### config.mk
export PLATFORM = sky130hd
export DESIGN_NAME = decoder_5to32_reg
export DESIGN_NICKNAME = d
export VERILOG_FILES = /design/src/rtl/decoder_5to32_reg.sv
export SDC_FILE = /design/constraint.sdc
export NUM_CORES = 1
export LEC_CHECK = 0
export CORE_MARGIN = 5
export CORE_UTILIZATION = 32
export CTS_CLUSTER_SIZE = 24
export DETAILED_ROUTE_END_ITERATION = 10
export GPL_ROUTABILITY_DRIVEN = 0
export GPL_TIMING_DRIVEN = 0
export HOLD_SLACK_MARGIN = 0.05
export PLACE_DENSITY = 0.66
export SETUP_SLACK_MARGIN = 0.15
export SYNTH_ARGS = -nofsm -noshare
export SYNTH_HDL_FRONTEND = slang
export SYNTH_SLANG_ARGS = --single-unit
### constraint.sdc
create_clock -name Clk -period 1.9 [get_ports Clk]
set_clock_uncertainty 0.1 [all_clocks]
set_input_delay 0.475 -clock Clk [delete_from_list [all_inputs] [get_ports Clk]]
set_output_delay 0.475 -clock Clk [all_outputs]
set_load 0.005 [all_outputs]
### src/rtl/decoder_5to32_reg.sv
// Registered 5-to-32 one-hot decoder used as the register-file write select.
// The combinational decode is built from a 2-to-4 and a 3-to-8 predecode. A
// clocked, enable-gated copy of it is kept with a flag saying it was loaded.
module decoder_5to32_reg #(
   parameter int OUT_W = 32
) (
   input  logic             Clk,
   input  logic             Rst_n,
   input  logic             En,
   input  logic [4:0]       Adr,
   output logic [OUT_W-1:0] DegOut_c,
   output logic [OUT_W-1:0] DegOut,
   output logic             Valid
);

   // The output width is tied to the 5-bit address. Any other width cannot be a
   // one-hot decode of Adr, so elaboration stops.
   generate
      if (OUT_W != 32) begin : g_bad_width
         $error("decoder_5to32_reg: OUT_W must be 32");
      end
   endgenerate

   logic [3:0] pre_lo;
   logic [7:0] pre_hi;

   // Low predecode: one of four from Adr[1:0].
   always_comb begin
      pre_lo            = '0;
      pre_lo[Adr[1:0]]  = 1'b1;
   end

   // High predecode: one of eight from Adr[4:2].
   always_comb begin
      pre_hi            = '0;
      pre_hi[Adr[4:2]]  = 1'b1;
   end

   // Final AND plane. Bit i needs low group i%4 and high group i/4. Exactly one
   // pair is active, so the result is one-hot for every address.
   genvar i;
   generate
      for (i = 0; i < OUT_W; i++) begin : g_and
         assign DegOut_c[i] = pre_lo[i % 4] & pre_hi[i / 4];
      end
   endgenerate

   // Registered copy: reset clears it at once, En loads the decode, and it
   // holds otherwise. Valid marks that a load happened since the last reset.
   always_ff @(posedge Clk or negedge Rst_n) begin
      if (!Rst_n) begin
         DegOut <= '0;
         Valid  <= 1'b0;
      end else if (En) begin
         DegOut <= DegOut_c;
         Valid  <= 1'b1;
      end
   end

endmodule

[After elaboration in Yosys (flattened, before gate mapping)]
Index checks and enable logic that the tools add are counted.
W data, S select, Z words.
Storage, ports and cells
  register bits: 33
  bits of input ports: 8
  word-level logic and storage cells: 44
Operators by class
  $lt $le $gt $ge: 4
  mux-type cells: 4
  bitwise gates (word level): 32
  reduce and logical (&&, ||, !) cells: 2
Operators by type and width (count)
  $and A1 B1 Y1: 32
  $lt A3 B4 Y1 const B: 1
  $demux W1 S3: 1
  $ge A3 B1 Y1 const B: 1
  $lt A2 B3 Y1 const B: 1
  $demux W1 S2: 1
  $ge A2 B1 Y1 const B: 1
  $logic_and A1 B1 Y1: 2
  $mux W1: 2

[Longest topological paths before layout]
  depth after elaboration: 5
  gate-level depth with buffers: 4

[Least setup slack after synthesis]
No wires, ideal clock.
  path type: input to output
  start: input Adr[3]
  end: output DegOut_c[0]
  arrival: 1241 ps
  required time: 1325 ps
  path slack: 84 ps
  stages: 4
  path buffers: 2
  path through: buf_2 or3_1 buf_6 nor2_1
Between the ends
  longest elaborated chain between the ends: 5
RTL lines
  from (decl): RTL line 10  | input logic [4:0] Adr,
  $lt A3 B4 Y1 (not written as such) / $ge A3 B1 Y1 (equally long branches): RTL line 36  | pre_hi[Adr[4:2]] = 1'b1;
  $logic_and A1 B1 Y1 (not written as such): RTL line 36
  $mux W1 (not written as such): RTL line 36
  $demux W1 S3 (*): RTL line 36
  $and A1 B1 Y1 (*): RTL line 44  | assign DegOut_c[i] = pre_lo[i % 4] & pre_hi[i / 4];
  to (decl): RTL line 11  | output logic [OUT_W-1:0] DegOut_c,
Mark *: on every way between the ends. The rest lies on a longest branch, timed or not.

[Worst setup path after layout]
  start: input Adr[4]
  end: output DegOut_c[4]
Same word-level chain as after synthesis.

==> run_results.csv <==
group,metric,value,unit
run_status,status,"complete, but fails checks",
run_status,violations,"setup timing",
clock_tree,htreeDepth,2,
clock_tree,cts_max_path_buffers,2,
critical_path,reg2reg_slack,1.03,ns
critical_path,crit_start,"Adr[4]",
placed_design,dpl.hpwl,3160,µm
critical_path,rr_endpoint,"DegOut[23]",
power,leakagePower,0.00158,µW
timing,fin_crit_sh,1.04,
timing,min_period,1.98,ns
global_routing,grt_pass1_wl,7520,µm
detailed_routing,wl_met1,2180,µm
final_layout,drive_gt1_frac,0.489,
floorplanning,start_util,0.334,
floorplanning,row_count,25,
critical_path,required,1.32,ns
timing,hold_viol,0,
placed_design,pre_cts_slack,-0.991,ns
detailed_routing,post-route-drc-count,0,
clock_tree,clock-root-buffer,"clkbuf_8",
critical_path,start_kind,"input port",
critical_path,endpoint,"DegOut_c[4]",
timing,timing.max_slew.rel_slack,0.522,
critical_path,end_kind,"primary output",
final_layout,final_cells,333,
timing,maxSlewViolCount,0,
timing,worst_slack,-0.0845,ns
timing,rsz0062_at_grt,"true",
global_routing,grt_start_max_net_pins,34,
timing,setup_viol,6,
floorplanning,fp.dieH,80.7,µm
placed_design,dp_cells,296,
synthesis,syn_area_per_cell,9.93,µm²
power,cellPowerDensity,522,nW/µm²
critical_path,r2r_start,"DegOut[23]",
clock_tree,cts_num_sinks,33,
synthesis,ys_warn_count,0,
detailed_routing,via_per_inst,4.46,
final_layout,nets,273,
synthesis,ys_seq_area_frac,0.516,
hold_path,hp-class,"in2async",
floorplanning,die_w,80.7,µm
detailed_routing,drtAntennaViolNets,0,
clock_tree,clkSlewWorstSetupHoldPaths,0.06,ns
global_routing,grt_pass1_vias,1567,
synthesis,synth-seq-cells,33,
detailed_routing,first_iter_violations,36,
final_layout,area_delta_synth_final,81.1,%
synthesis,syn-cell-area,1600,µm²
floorplanning,ios,73,
critical_path,r2r.worst_path.cells,3,
critical_path,path_class,"in2out",
final_layout,layout_commonest_cell,"dfrtp_1",
floorplanning,core-area,4790,µm²
detailed_routing,dr.pass1.iters,4,
floorplanning,die-area,6510,µm²
timing,fmax,504,MHz
detailed_routing,top_layer,"met4",
detailed_routing,dr_wl_met2,2150,µm
clock_tree,cts_tree,"built",
final_layout,final_cell_mix,"dfrtp_1, inv_1, buf_2",
clock_tree,ctsHoldBuffers,0,
global_routing,antenna_found_initial,0,
synthesis,syn-instance-count,161,
clock_tree,cts-buffers-inserted,5,
clock_tree,insertion_delay,0.28,ns
detailed_routing,route.met3.wl,386,µm
detailed_routing,vias,1486,
placed_design,portBuffers,68,
timing,tightest_slew,0.716,ns
synthesis,synth.distinct_cells,17,
synthesis,synthesis.nets,169,
detailed_routing,wl_per_cell,14.3,µm
global_routing,grt_overflow,0,
critical_path,critPathArrivalTime,1.41,ns
detailed_routing,drt_wl_total,4770,µm
power,ir_drop,0.274,mV
job,cap_violations,0,
global_routing,grtUsageTotal,0.154,
final_layout,num_antenna_cells,0,
critical_path,crit_fanout,8,
timing repair:
action / 4_1_cts / 5_1_grt
gates resized for setup: 164 / 42
endpoints found under the setup margin: 33 / 49
pin swaps: 15 / 5
buffers inserted: 22 / 7
power breakdown:
group | internal, µW | total [µW] | leakage, µW | switching (µW)
Sequential | 718 | 725 | 0.000452 | 7.78
Combinational | 144 | 285 | 0.00108 | 142
Clock | 253 | 501 | 0.0000450 | 248
Total | 1110 | 1510 | 0.00158 | 397
cell families (layout without fill, tap and decap cells):
| family | after synthesis | count (layout) | share of synthesized area |
|---|---|---|---|
| compound gates | 32 | 32 | 0.203 |
| buf+inv | 47 | 152 | 0.131 |
| flops | 33 | 33 | 0.516 |
| simple gates | 49 | 49 | 0.149 |
registers in the layout, indices dropped and copies added, names as in the netlist:
signal / count
DegOut: 32
Valid: 1
worst min path at each step:
stage / endpoint / slack, ns / depth (start not counted)
2_1_floorplan: DegOut[0] / 0.08 / 0
3_3_place_gp: Valid / 0.36 / 1
3_5_place_dp: Valid / 0.36 / 1
4_1_cts: DegOut[10] / 0.16 / 1
5_1_grt: DegOut[10] / 0.20 / 1
6_report: DegOut[6] / 0.14 / 1
cell type report:
type / instances / area [µm²]
Clock buffer: 6 / 72.6
Timing Repair Buffer: 97 / 870
Multi-Input combinational cell: 81 / 738
Inverter: 32 / 120
Clock inverter: 2 / 10.0
Buffer: 15 / 176
Fill cell: 413 / 1890
Sequential cell: 33 / 826
Tap cell: 67 / 83.8
metal layers:
| layer | vias to the layer above | GRT usage |
|---|---|---|
| met2 | 62 | 0.244 |
| met5 | - | 0 |
| li1 | 729 | - |
| met1 | 689 | 0.190 |
| met3 | 6 | 0.0572 |
| met4 | 0 | 0.0557 |
cell usage after synthesis (all sizes together):
cell type	number	area (µm²)
inv	32	120
or3	1	6.26
nand3	2	10.0
o22ai	32	325
or2	2	12.5
dfrtp	33	826
nand2	1	3.75
or3b	4	35.0
nand3b	5	37.5
nand2b	2	12.5
clkbuf	4	15.0
nor2	32	120
buf	11	75.1
worst max-delay path: stages:
cell and delay, ns:
buf_12 0.11, or3b_4 0.38, buf_6 0.15, buf_8 0.12, nor2_4 0.06, buf_2 0.11
metrics by stage:
stage	utilization	total power (µW)	instance area (µm²)	TNS (ns)	hold slack, ns
final	0.605	1510	2900	-0.422	0.142
after global routing	0.605	1580	2900	-0.663	0.202
after CTS	0.573	1510	2740	-0.489	0.164
after detailed placement	0.520	957	2490	-28.81	0.355
after global placement	0.521	957	2490	-41.61	0.358
after floorplan	-	858	1730	0	0.0794
(Power assumes the default switching activity.)
